--- src/rtl/fifo_wr_arbiter_pkg.sv ---
// Shared types and default sizing for the FIFO write-port arbiter.
// Pulled in by the interface, the selector and the top.
package fifo_wr_arbiter_pkg;

   localparam int DEF_NUM_REQ   = 4;
   localparam int DEF_DATA_W    = 128;
   localparam int DEF_BURST_LEN = 8;

   typedef enum logic {
      IDLE  = 1'b0,
      BURST = 1'b1
   } arb_state_e;

   // Successor of a requester index with an explicit wrap, so that
   // non-power-of-2 requester counts work.
   function automatic int unsigned rr_next(input int unsigned id, input int unsigned n);
      return (id == n - 1) ? 0 : id + 1;
   endfunction

endpackage

--- src/rtl/fifo_wr_arbiter_if.sv ---
// Requester-side and FIFO-write-side signals of the arbiter.
// The FIFO side maps onto the FIFO write port as fifo_wren->i_wren, fifo_wrdata->i_wrdata, o_full->fifo_full.
interface fifo_wr_arbiter_if
   import fifo_wr_arbiter_pkg::*;
#(
   parameter int NUM_REQ = DEF_NUM_REQ,
   parameter int DATA_W  = DEF_DATA_W
);
   localparam int IW = $clog2(NUM_REQ);

   logic                             arb_en;
   logic [NUM_REQ-1:0]               req_valid;
   logic [NUM_REQ-1:0][DATA_W-1:0]   req_data;
   logic [NUM_REQ-1:0]               req_ready;
   logic                             fifo_full;
   logic                             fifo_wren;
   logic [DATA_W-1:0]                fifo_wrdata;
   logic                             grant_vld;
   logic [IW-1:0]                    grant_id;

   // Arbiter side.
   modport slave (
      input  arb_en, req_valid, req_data, fifo_full,
      output req_ready, fifo_wren, fifo_wrdata, grant_vld, grant_id
   );

   // Requesters plus FIFO side, as seen from outside the arbiter.
   modport master (
      output arb_en, req_valid, req_data, fifo_full,
      input  req_ready, fifo_wren, fifo_wrdata, grant_vld, grant_id
   );

endinterface

--- src/rtl/fifo_wr_arbiter_rr_pick.sv ---
// Circular-priority selector: first set bit of valid at or after ptr.
// Pure combinational; the wrap past N-1 is done explicitly.
module rr_pick
   import fifo_wr_arbiter_pkg::*;
#(
   parameter int N  = DEF_NUM_REQ,
   parameter int IW = $clog2(N)
) (
   input  logic [N-1:0]  valid,
   input  logic [IW-1:0] ptr,
   output logic          found,
   output logic [IW-1:0] idx
);

   // Scan from the far end back toward ptr so the nearest candidate wins.
   always_comb begin : scan
      int c;
      found = 1'b0;
      idx   = '0;
      c     = 0;
      for (int k = N - 1; k >= 0; k--) begin
         c = int'(ptr) + k;
         if (c >= N) c = c - N;
         if (valid[IW'(c)]) begin
            found = 1'b1;
            idx   = IW'(c);
         end
      end
   end

endmodule

--- src/rtl/fifo_wr_arbiter.sv ---
// Round-robin burst arbiter sharing one FIFO write port among NUM_REQ requesters.
// Grant and state are registered; ready/wren/wrdata are combinational off the held grant.
module fifo_wr_arbiter
   import fifo_wr_arbiter_pkg::*;
#(
   parameter int NUM_REQ   = DEF_NUM_REQ,
   parameter int DATA_W    = DEF_DATA_W,
   parameter int BURST_LEN = DEF_BURST_LEN
) (
   input logic           clk,
   input logic           rstn,
   fifo_wr_arbiter_if.slave bus
);

   localparam int IW = $clog2(NUM_REQ);
   localparam int CW = $clog2(BURST_LEN) + 1;
   localparam logic [CW-1:0] LAST_BEAT = CW'(BURST_LEN);

   arb_state_e    state;
   logic [IW-1:0] rr_ptr;
   logic [IW-1:0] grant_id;
   logic          grant_vld;
   logic [CW-1:0] beat_cnt;

   logic          pick_found;
   logic [IW-1:0] pick_idx;
   logic [IW-1:0] nxt_ptr;
   logic          gnt_valid;
   logic          xfer;
   logic          last_beat;
   logic [DATA_W-1:0] wr_data;

   rr_pick #(.N(NUM_REQ), .IW(IW)) u_pick (
      .valid (bus.req_valid),
      .ptr   (rr_ptr),
      .found (pick_found),
      .idx   (pick_idx)
   );

   assign gnt_valid = bus.req_valid[grant_id];
   assign xfer      = grant_vld & gnt_valid & ~bus.fifo_full;
   assign last_beat = (beat_cnt + CW'(1)) == LAST_BEAT;
   assign nxt_ptr   = IW'(rr_next(int'(grant_id), NUM_REQ));

   // A burst always returns to IDLE for at least one cycle before the next grant.
   always_ff @(posedge clk or negedge rstn) begin
      if (!rstn) begin
         state     <= IDLE;
         rr_ptr    <= '0;
         grant_id  <= '0;
         grant_vld <= 1'b0;
         beat_cnt  <= '0;
      end else begin
         case (state)
            IDLE: begin
               if (bus.arb_en && pick_found) begin
                  state     <= BURST;
                  grant_id  <= pick_idx;
                  grant_vld <= 1'b1;
                  beat_cnt  <= '0;
               end
            end
            BURST: begin
               // arb_en is deliberately ignored here: a started burst runs to its end.
               if (!gnt_valid || (xfer && last_beat)) begin
                  state     <= IDLE;
                  grant_vld <= 1'b0;
                  grant_id  <= '0;
                  rr_ptr    <= nxt_ptr;
               end
               if (xfer) beat_cnt <= beat_cnt + CW'(1);
            end
            default: begin
               state     <= IDLE;
               grant_vld <= 1'b0;
               grant_id  <= '0;
            end
         endcase
      end
   end

   for (genvar i = 0; i < NUM_REQ; i++) begin : g_rdy
      assign bus.req_ready[i] = grant_vld & (grant_id == IW'(i)) & ~bus.fifo_full;
   end

   assign wr_data         = bus.req_data[grant_id];
   assign bus.fifo_wren   = xfer;
   assign bus.fifo_wrdata = grant_vld ? wr_data : '0;
   assign bus.grant_vld   = grant_vld;
   assign bus.grant_id    = grant_id;

endmodule

--- src/flat_wrapper.sv ---
// flat-port wrapper written by rule: the top's interface ports become plain ports
module fifo_wr_arbiter_flat import fifo_wr_arbiter_pkg::*;
#(
   parameter int NUM_REQ   = DEF_NUM_REQ,
   parameter int DATA_W    = DEF_DATA_W,
   parameter int BURST_LEN = DEF_BURST_LEN
)
  (clk, rstn, bus_arb_en, bus_req_valid, bus_req_data, bus_fifo_full, bus_req_ready, bus_fifo_wren, bus_fifo_wrdata, bus_grant_vld, bus_grant_id);
  fifo_wr_arbiter_if #(.NUM_REQ(NUM_REQ), .DATA_W(DATA_W)) bus_i ();
  input logic clk;
  input logic rstn;
  input wire logic [$bits(bus_i.arb_en)-1:0] bus_arb_en;
  input wire logic [$bits(bus_i.req_valid)-1:0] bus_req_valid;
  input wire logic [$bits(bus_i.req_data)-1:0] bus_req_data;
  input wire logic [$bits(bus_i.fifo_full)-1:0] bus_fifo_full;
  output wire logic [$bits(bus_i.req_ready)-1:0] bus_req_ready;
  output wire logic [$bits(bus_i.fifo_wren)-1:0] bus_fifo_wren;
  output wire logic [$bits(bus_i.fifo_wrdata)-1:0] bus_fifo_wrdata;
  output wire logic [$bits(bus_i.grant_vld)-1:0] bus_grant_vld;
  output wire logic [$bits(bus_i.grant_id)-1:0] bus_grant_id;
  assign bus_i.arb_en = bus_arb_en;
  assign bus_i.req_valid = bus_req_valid;
  assign bus_i.req_data = bus_req_data;
  assign bus_i.fifo_full = bus_fifo_full;
  assign bus_req_ready = bus_i.req_ready;
  assign bus_fifo_wren = bus_i.fifo_wren;
  assign bus_fifo_wrdata = bus_i.fifo_wrdata;
  assign bus_grant_vld = bus_i.grant_vld;
  assign bus_grant_id = bus_i.grant_id;
  fifo_wr_arbiter #(.NUM_REQ(NUM_REQ), .DATA_W(DATA_W), .BURST_LEN(BURST_LEN)) u_core (.clk(clk), .rstn(rstn), .bus(bus_i));
endmodule
--- config.mk ---
export PLATFORM = sky130hd
export DESIGN_NAME = fifo_wr_arbiter_flat
export DESIGN_NICKNAME = d
export VERILOG_FILES = /design/src/rtl/fifo_wr_arbiter_pkg.sv /design/src/rtl/fifo_wr_arbiter_if.sv /design/src/rtl/fifo_wr_arbiter_rr_pick.sv /design/src/rtl/fifo_wr_arbiter.sv /design/src/flat_wrapper.sv
export SDC_FILE = /design/constraint.sdc
export NUM_CORES = 1
export LEC_CHECK = 0
export BUFFER_PORTS_ARGS = -buffer_cell sky130_fd_sc_hd__buf_2
export CORE_AREA = 8 8 249 251
export DETAILED_ROUTE_END_ITERATION = 7
export DIE_AREA = 0 0 257 259
export HOLD_SLACK_MARGIN = 0.08
export PLACE_DENSITY_LB_ADDON = 0.3
export SLEW_MARGIN = 20
export SYNTH_ARGS = -nofsm -noshare
export SYNTH_HDL_FRONTEND = slang
export SYNTH_SLANG_ARGS = --single-unit
--- constraint.sdc ---
create_clock -name clk -period 2.2 [get_ports clk]
set_clock_uncertainty 0.2 [all_clocks]
set_input_delay 0.22 -clock clk [delete_from_list [all_inputs] [get_ports clk]]
set_output_delay 0.22 -clock clk [all_outputs]
set_load 0.02 [all_outputs]
After elaboration in Yosys (flattened, before gate mapping)
Cells that the tools add are included.
{"block": "totals", "memories": 0, "mem_bits_ro": 0, "latchBits": 0, "output_inout_bits": 136, "mem_bits_rw": 0, "input_bits": 520, "ff_bits": 10, "word_cells": 92}
{"block": "op_classes", "muxes": 42, "n_addsub": 9, "magnitude_cmp": 9, "shift": 0, "n_reduce_logical": 8, "n_bitwise": 12, "n_eq_ne": 7, "n_div": 0, "multipliers": 0}
{"cell": "$bmux 128 s2", "count": 1}
{"cell": "$mux 128", "count": 2}
{"cell": "$mux 2", "count": 11}
{"cell": "$mux 1", "count": 17}
{"cell": "$lt 2x4->1 const B", "count": 4}
{"cell": "$and 1x1->1", "count": 10}
{"cell": "$bmux 1 s2", "count": 5}
{"cell": "$ge 3x3->1 const B", "count": 3}
{"cell": "$mux 4", "count": 2}
{"cell": "$pmux 4 s2", "count": 1}
{"cell": "$sub 2x1->2 const B", "count": 4}
{"cell": "$add 2x2->3 const B", "count": 2}
{"cell": "$reduce_and 2->1", "count": 3}
{"cell": "$add 4x1->4 const B", "count": 1}
{"cell": "$eq 2x2->1 const B", "count": 2}
{"cell": "$eq 4x4->1 const B", "count": 1}
{"cell": "$ne 2x2->1 const B", "count": 2}
{"cell": "$pmux 1 s2", "count": 2}
{"cell": "$pmux 2 s2", "count": 1}
{"cell": "$add 2x1->3 const B", "count": 1}
{"cell": "$ge 2x3->1 const B", "count": 1}
{"cell": "$lt 2x3->1 const B", "count": 1}
{"cell": "$add 2x1->2 const B", "count": 1}
{"cell": "$eq 2x1->1 const B", "count": 1}
{"cell": "6 further kinds", "count": 8}

Longest topological paths before layout
Gate-level depths: netlist of the first run.
{"block": "depth", "depth_word": 13, "depth_mapped": 6, "depth_no_buf": 5}

Modules after synthesis
Synthesis of the first run repeated with hierarchy kept, for this count alone.
{"block": "hier_totals", "hier_cells": 371, "area_unflattened_um2": 4574.4}
{"module": "fifo_wr_arbiter", "cells_per_inst": 358, "area_per_inst_um2": 4496.8, "instances": 1, "seq_area_each_um2": 250.2}
{"module": "rr_pick", "cells_per_inst": 13, "area_per_inst_um2": 77.6, "instances": 1, "seq_area_each_um2": 0.0}

Worst setup path before layout of the first run
Ideal clock, no wire load.
{"block": "synth_path", "path_kind": "reg2out", "start": "reg u_core.grant_id[0] (netlist: u_core.bus.grant_id[0])", "end": "out bus_fifo_wrdata[120]", "arrival_ns": 1.855, "path_stages_with_launch": 6, "path_slack_ns": -0.075, "path_buffers": 3, "required_time_ns": 1.780, "cell_sequence": "dfrtp_1 buf_2 buf_2 buf_2 mux4_2 and2_1"}
{"block": "synth_via", "elab_chain_len": 3}
{"item": "from (decl)", "line": "fifo_wr_arbiter.sv:21", "rtl": "logic [IW-1:0] grant_id;"}
{"item": "from (signal assigned)", "line": "fifo_wr_arbiter.sv:58", "rtl": "grant_id <= pick_idx;"}
{"item": "$bmux 128 s2", "line": "fifo_wr_arbiter.sv:86", "rtl": "assign wr_data = bus.req_data[grant_id];"}
{"item": "$mux 128 (implied by the code)", "line": "fifo_wr_arbiter.sv:86"}
{"item": "$mux 128", "line": "fifo_wr_arbiter.sv:88", "rtl": "assign bus.fifo_wrdata = grant_vld ? wr_data : '0;"}
{"item": "to (decl)", "line": "flat_wrapper.sv:18", "rtl": "output wire logic [$bits(bus_i.fifo_wrdata)-1:0] bus_fifo_wrdata;"}
Every way passes these cells. The select of a mux whose other input is x is not followed.

Final worst setup path of the first run
{"block": "layout_path", "start": "reg u_core.grant_id[0] (netlist: u_core.bus.grant_id[0])", "end": "out bus_fifo_wrdata[94]"}
The elaborated chain is that of the path after synthesis.

==> flow_results.org, run 1 <==
** Layout
- Area added between synthesis and finish :: 111%
- In the final layout, the share of cells above drive strength 1 is 84.6%.
- Count of non-filler cells in the finished layout :: 1826
- After filler insertion, the fill cell instance count of the layout stands at 6606.
- Most frequent standard cell in the layout excluding fill and tap cells :: buf_2
- Once layout is complete, the utilization of the core stands at 16.5%.
- The library cells used most frequently in the layout, excluding fill and tap cells, are buf_2 (621), mux4_2 (129), and2_1 (105).
- Total number of nets in the final design :: 1571

** Timing
- Hold violation total from the final report :: 0
- Final number of max-transition violations :: 0
- Setup repair after global routing could not meet its margin everywhere.
- Dividing the final minimum period by the clock period gives 108%.
- Normalized max-slew margin :: 72.6%
- For the pin with the worst max-slew slack, the measured transition is 0.410 ns.
- In the post-route analysis, the smallest setup slack over all paths is -0.173 ns.
- Setup violations remaining at the end of the flow were counted as 125.
- Time the final worst path needs with I/O delays and setup :: 2.37 ns
- F_max :: 421 MHz

** Floorplanning
- Starting utilization of the core area :: 7.83%
- The floorplan step defined a core boundary enclosing 58200 µm².
- Measured along the y axis, the die boundary spans 259 µm.
- Number of rows created at floorplan :: 89
- The floorplan step defined a die boundary enclosing 66600 µm².
- During I/O placement, the number of pins put on the boundary was 656.
- The die is 257 µm wide.

** Hold path
- The worst hold path belongs to the class in2async.

** Setup path
- The worst setup path is launched from a register.
- Chain of cells forming the critical path :: buf_12 > buf_12 > mux4_2 > and2_4 > buf_4
- Of all nets on the critical path, the largest fanout is 19.
- FF-to-FF setup slack :: 0.15 ns
- The worst setup path is captured at an output port.
- STA puts the critical path data arrival time at 1.95 ns.
- Largest stage delay on the critical path :: 0.55 ns
- Worst Reg2Reg Path Length in Cells :: 5
- Slowest cell on crit path :: mux4_2
- Required time of the critical path :: 1.78 ns
- Together, buffers and inverters on the worst path number 3.
- CP most frequent cell :: buf_12
- Origin of the critical flop-to-flop path :: u_core.bus.grant_id[0]
- Cell family with the largest share of critical-path delay :: multiplexers
- The critical path is of the reg2out type.
- In this run the critical register-to-register path is captured at u_core.rr_ptr[0].

** Power and ir drop
- Per report_power, the sequential group accounts for 3.5% of the total.
- Combinational logic burns 93.3% of the power.
- Of the total power, the share spent switching nets is 47.5%.
- Cell internal power was estimated by the tool at 5.49 mW.
- In this run the power spent charging and discharging nets is 4.97 mW.
- Leakage power :: 4.56 nW
- Power spread over the standard cell area amounts to 1090 nW/µm².
- The clock network accounts for 3.2% of the total power.
- Worst-case vdd ir drop :: 0.595 mV

** Route
- Routed wire length :: 41.3 mm
- For this run, design rule violations remaining after detail routing come to 0.
- First-pass DRT Iterations :: 4
- The routed layout has 6578 vias.
- ANT nets after route :: 0
- Average detailed-routed wire length per instance :: 22.6 µm
- Using the TritonRoute via totals, the vias-per-cell ratio works out to 3.60.
- The first routing iteration left 355 violations.

** CTS
- Clock-pin slew was measured on the worst setup and hold paths at 0.05 ns.
- Number of buffers inserted during clock tree synthesis :: 3
- Clock Tree Buf Depth :: 2
- The later pin in the worst-skew pair is clocked with a latency of 0.24 ns.
- Root Buffer Master :: clkbuf_16
- Total number of H-tree levels :: 1
- Clock sink total :: 10
- TritonCTS built the clock tree.

** Logic synthesis
- Post-synth cell types :: 31
- Synth Area per Inst :: 12.4 µm²
- The number of nets in the synthesized netlist is 893.
- The top cell type by area accounts for 63.7% of the synthesized area.
- The synthesized design contains 0 enable-type register cells.
- In the synthesized netlist the async set-or-reset flop fraction comes to 100%.
- Number of warning messages in the yosys log :: 0
- Synthesis inferred 10 register bits.
- Number of standard cells after synthesis :: 367
- mux4_2 takes more of the synthesized area than any other cell.
- Among all flip-flop cells after synthesis, the most frequent one is dfrtp_1.
- Summing the sequential cell areas from Yosys gives 5.49% of the chip area.
- After synthesis, the cell types taking the most area are mux4_2 (64%), and2_1 (18%), dfrtp_1 (5.5%).
- After synthesis the cells add up to 4560 µm².

** GRT
- GRT Residual Overflow :: 0
- The initial antenna violation count was 29.
- Global routing consumed, over all layers together, 11.4% of the routing resources.
- The number of global-route vias before repair came to 7492.
- Largest net degree at the start of global routing :: 69
- Global-route wire length before repair :: 55.8 mm

** Status
- The flow ran to the end, but the final reports show violations.
- Violations in the final reports :: negative setup slack

** Placed design
- Including well taps, the total number of placed cells is 1806.
- Routability congestion estimate :: 0.932
- Detailed placement finished with a half-perimeter wire length of 38.7 mm.
- Number of port buffers :: 655

** Job
- Max_cap viols :: 0
==> how the worst max path moves through the flow <==
stage | start | endpoint | depth (start not counted)
final | u_core.bus.grant_id[0] | bus_fifo_wrdata[94] | 5
after global routing | u_core.bus.grant_id[0] | bus_fifo_wrdata[22] | 5
after CTS | u_core.bus.grant_id[0] | bus_fifo_wrdata[94] | 5
after detailed placement | u_core.bus.grant_id[0] | bus_fifo_wrdata[16] | 5
after global placement | u_core.bus.grant_id[0] | bus_fifo_wrdata[39] | 5
after floorplan | u_core.bus.grant_id[0] | bus_fifo_wrdata[100] | 5
==> state kept, by name (all words and copies together) (netlist names) <==
| name | count |
|---|---|
| u_core.state | 1 |
| u_core.bus.grant_id | 2 |
| u_core.rr_ptr | 2 |
| u_core.bus.grant_vld | 1 |
| u_core.beat_cnt | 4 |
==> cell usage after synthesis, drive strengths merged (2+ instances only) <==
library cell    n
a21oi           4
and2          133
buf            24
clkbuf         20
dfrtp          10
ha              6
inv             6
mux2            2
mux4          129
nand2           3
nand3           7
nor2            2
o21ai           5
o22ai           4
==> logic make-up after synthesis <==
family          share of synthesized area [%]
compound gates                           2.39
xor+xnor                                0.384
fa+ha+maj                                1.65
buf+inv                                  5.22
flops                                    5.49
mux                                      64.5
simple gates                             20.4
==> layer usage <==
layer  vias up  track usage, %  part of all wire, %
met5         -               0                0.017
met4         2            1.12                  1.6
met3        56            3.40                  9.6
met2       502            21.8                   53
met1      3166            12.7                   36
li1       2852               -                    -
==> cell type report <==
class                           instances  area, µm²  share of cell area (%)
Timing Repair Buffer                  717       4120                    42.8
Multi-Input combinational cell        307       4140                    43.1
Antenna cell                            9       22.5                   0.234
Tap cell                              773        967                    10.1
Sequential cell                        10        262                    2.72
Inverter                                6       22.5                   0.234
Clock buffer                            4       78.8                   0.820
==> metrics by stage <==
step / setup TNS (ns) / worst slack, ns / power (mW) / cell area (µm²) / hold WS [ns]
3_3_place_gp: 0 / 0.0654 / 9.45 / 9140 / -0.0799
3_5_place_dp: 0 / 0.0416 / 9.48 / 9140 / -0.0828
2_1_floorplan: 0 / 0.0505 / 6.04 / 4560 / -0.276
4_1_cts: -13.00 / -0.180 / 10.1 / 9360 / 0.202
6_report: -10.70 / -0.173 / 10.5 / 9610 / 0.203
5_1_grt: -17.87 / -0.206 / 11.2 / 9600 / 0.225
==> power groups by stage <==
stage                     Clock (mW)  Sequential (mW)  Combinational (mW)
after floorplan                    0            0.342                5.70
final                          0.336            0.366                9.75
after CTS                      0.345            0.369                9.40
after detailed placement           0            0.372                9.11
after global placement             0            0.368                9.08
after global routing           0.353            0.384                10.5
==> what timing repair did <==
item	in CTS	in global routing
gates resized for setup	29	74
hold buffers	1	0
cloned	0	1
pin swaps	1	1
endpoints found under the setup margin	120	130
hold endpoints to repair	10	0
setup buffers	5	1
==> worst register-to-register path, delay by kind of cell, from the launching register on <==
family	cells	cell delay, ns
buf+inv	2	0.29
flops	1	0.50
mux	2	0.72
compound gates	1	0.22
Power figures use the tool's default switching activity.
==> run 2: changes to the inputs <==
--- a/config.mk
+++ b/config.mk
@@ -6,9 +6,9 @@
 export NUM_CORES = 1
 export LEC_CHECK = 0
 export BUFFER_PORTS_ARGS = -buffer_cell sky130_fd_sc_hd__buf_2
-export CORE_AREA = 8 8 249 251
+export CORE_AREA = 8 8 252 254
 export DETAILED_ROUTE_END_ITERATION = 7
-export DIE_AREA = 0 0 257 259
+export DIE_AREA = 0 0 260 262
 export HOLD_SLACK_MARGIN = 0.08
 export PLACE_DENSITY_LB_ADDON = 0.3
 export SLEW_MARGIN = 20
==> constraint.sdc (replaced) <==
create_clock -name clk -period 3.05 [get_ports clk]
set_clock_uncertainty 0.2 [all_clocks]
set_input_delay 0.305 -clock clk [delete_from_list [all_inputs] [get_ports clk]]
set_output_delay 0.305 -clock clk [all_outputs]
set_load 0.02 [all_outputs]
==> flow_results.org, run 2 (synthesis results as in run 1) <==
** Setup path
- Worst setup EP type :: output port
- Data arrives at the worst endpoint at 2.15 ns.
- In this design, the stage delay of the slowest critical-path cell is 0.57 ns.
- Element type at the critical path start :: register
- Slowest cell on crit path :: dfrtp_4
- The critical path is of the reg2out type.
- Required time of the critical path :: 2.54 ns
- Of all nets on the critical path, the largest fanout is 18.
- The critical path goes through buf_12 > buf_4 > mux4_2 > and2_1 > buf_2.

** Layout
- Number of flip-flops under the largest register name :: 4
- Highest-count cells in the layout ignoring fill and taps :: buf_2 (655), and2_1 (133), mux4_2 (129)
- Once layout is done, the placed cells without fillers occupy 8950 µm².
- Largest register by flop count :: u_core.beat_cnt
- Most frequent standard cell in the layout excluding fill and tap cells :: buf_2
- Area added between synthesis and finish :: 96.5%
- In the final layout, flip-flops and latches occupy 262 µm².
- Cells with a size suffix above 1 make up 81.1% of the layout.
- Total number of nets in the final design :: 1528
- Fill cell total of the finished layout :: 6785
- Area taken by multi-input logic gates :: 4070 µm²
- Top Registers :: u_core.beat_cnt (4), u_core.bus.grant_id (2), u_core.rr_ptr (2)

** Floorplanning
- After floorplanning, the core was sized to cover 59600 µm².
- Number of rows created at floorplan :: 90
- Area of the die :: 68100 µm²
- Number of I/O pins :: 656
- Chip height :: 262 µm
- Starting utilization of the core area :: 7.65%
- Measured along the x axis, the die boundary spans 260 µm.

** Timing
- F_max :: 376 MHz
- Measured against its own limit, the worst slew margin works out to 53.8%.
- Summed negative setup slack over all endpoints :: 0 ns
- Hold violation total from the final report :: 0
- The worst path in the final design needs a cycle of 2.66 ns, including I/O delays and setup.
- Count of endpoints failing setup in the final report :: 0
- In the finished design, the share of the clock period the worst path needs comes to 87.1%.
- Transition at the pin with the smallest max-transition slack :: 0.693 ns
- Final number of max-transition violations :: 0
- Setup repair after global routing left no endpoint under its margin.

** CTS
- In this run the post-CTS setup repair buffer count came out at 0.
- Clock sink total :: 10
- After clock tree synthesis, the clock-pin slew on the worst setup and hold paths is 0.04 ns.
- Clock insertion delay at the later pin of the skew report :: 0.23 ns
- The root buffer cell chosen for the clock tree is clkbuf_16.
- TritonCTS built the clock tree.
- The clock passes through at most 2 buffers.
- The number of clock buffers added by TritonCTS is 3.
- Total number of H-tree levels :: 1

** Placed design
- During placement, the flow inserted port buffers numbering 655.
- Routability congestion estimate :: 0.892
- Summing all placed instances gives a cell area of 8830 µm².
- HPWL reported at the end of detailed placement :: 35.4 mm

** Route
- Across all layers, the routed design uses 6311 vias.
- Using the TritonRoute via totals, the vias-per-cell ratio works out to 3.51.
- Post-route DRC violation count :: 0
- In this run, the number of DRC markers left after iteration 0 of detailed routing was 451.
- After detailed routing, the average wire length per cell comes to 21.6 µm.
- After detailed routing, the total wire length is 38.8 mm.
- ANT nets after route :: 0
- The first detailed-routing pass ran for 4 iterations.

** Power and ir drop
- Leakage power :: 4.22 nW
- For this design the ratio of total power to cell area is 728 nW/µm².
- Net switching is 51.1% of the power.
- The internal power of the cells totals 3.19 mW.
- Summed over all nets, the switching power comes to 3.33 mW.
- The clock network burns 3.6% of the power.
- Sequential cells account for 4.3% of the total power.
- The worst-case IR drop observed on VDD is 0.459 mV.
- Part of the power in combinational logic :: 92.1%

** GRT
- Global-route wire length before repair :: 51.4 mm
- The number of global-route vias before repair is 7101.
- GRT Residual Overflow :: 0
- Entering global routing, the biggest net connects 131 pins.
- Tot GR Track Use :: 10.3%
- The initial antenna violation count is 36.

** Job
- Max-cap violations in this run came to 0.

** Status
- Result of the run :: complete, no violations

** Hold path
- In this run the worst hold path is classified as in2async.
## run 2: layout make-up
type	count	area share [%]
antenna	13	0.363
timing repair buffer	674	39.2
multi-input combinational	307	45.5
clock buffer	4	0.880
tap	782	10.9
inverter	6	0.252
sequential	10	2.92
## run 2: power groups by stage
| stage | clock, mW | combinational, mW | sequential, mW |
|---|---|---|---|
| 2_1_floorplan | 0 | 4.11 | 0.245 |
| 3_3_place_gp | 0 | 6.11 | 0.287 |
| 3_5_place_dp | 0 | 6.13 | 0.290 |
| 4_1_cts | 0.240 | 6.14 | 0.290 |
| 5_1_grt | 0.241 | 6.49 | 0.299 |
| 6_report | 0.233 | 6.01 | 0.284 |
## run 2: final timing paths
| path | startpoint | endpoint | slack, ns | depth (start not counted) |
|---|---|---|---|---|
| setup / recovery | u_core.bus.grant_id[0] | bus_fifo_wrdata[120] | 0.39 | 5 |
| hold / removal | rstn | u_core.bus.grant_vld | 0.28 | 2 |
| setup reg to reg | u_core.bus.grant_id[0] | u_core.rr_ptr[1] | 0.88 | 4 |
| hold reg to reg | u_core.beat_cnt[3] | u_core.beat_cnt[3] | 0.32 | 2 |
| max in group asynchronous | rstn | u_core.bus.grant_id[0] | 2.14 | 2 |
| min in group clk | bus_req_valid[3] | u_core.bus.grant_id[1] | 0.28 | 3 |
## run 2: repair_timing
action | in CTS | in global routing
hold buffers | 1 | 0
gates resized for setup | 0 | 0
hold endpoints to repair | 10 | 0
## run 2: routing by layer
metal,vias to the layer above,part of all wire (%),global-route usage [%]
li1,2774,-,-
met1,2995,36,11.6
met3,66,11,3.91
met5,-,0.30,0
met4,16,2.0,2.56
met2,460,50,18.1
## run 2: per-stage QoR
stage	setup slack (ns)	power [mW]	hold WS (ns)	std cells	util (%)
floorplan	0.690	4.35	-0.191	367	-
finish	0.394	6.52	0.280	1796	15.0
CTS	0.313	6.67	0.277	1783	15.0
global placement	0.593	6.40	-0.00411	1778	14.8
detailed placement	0.568	6.42	-0.000212	1778	14.8
global route	0.243	7.03	0.306	1787	15.0
## run 2: critical path: cells and delay by family (launching register included)
family                 cells  cell delay [ns]
multiplexers               1             0.50
AND/OR/NAND/NOR            1             0.17
buffers and inverters      3             0.65
flip-flops                 1             0.57
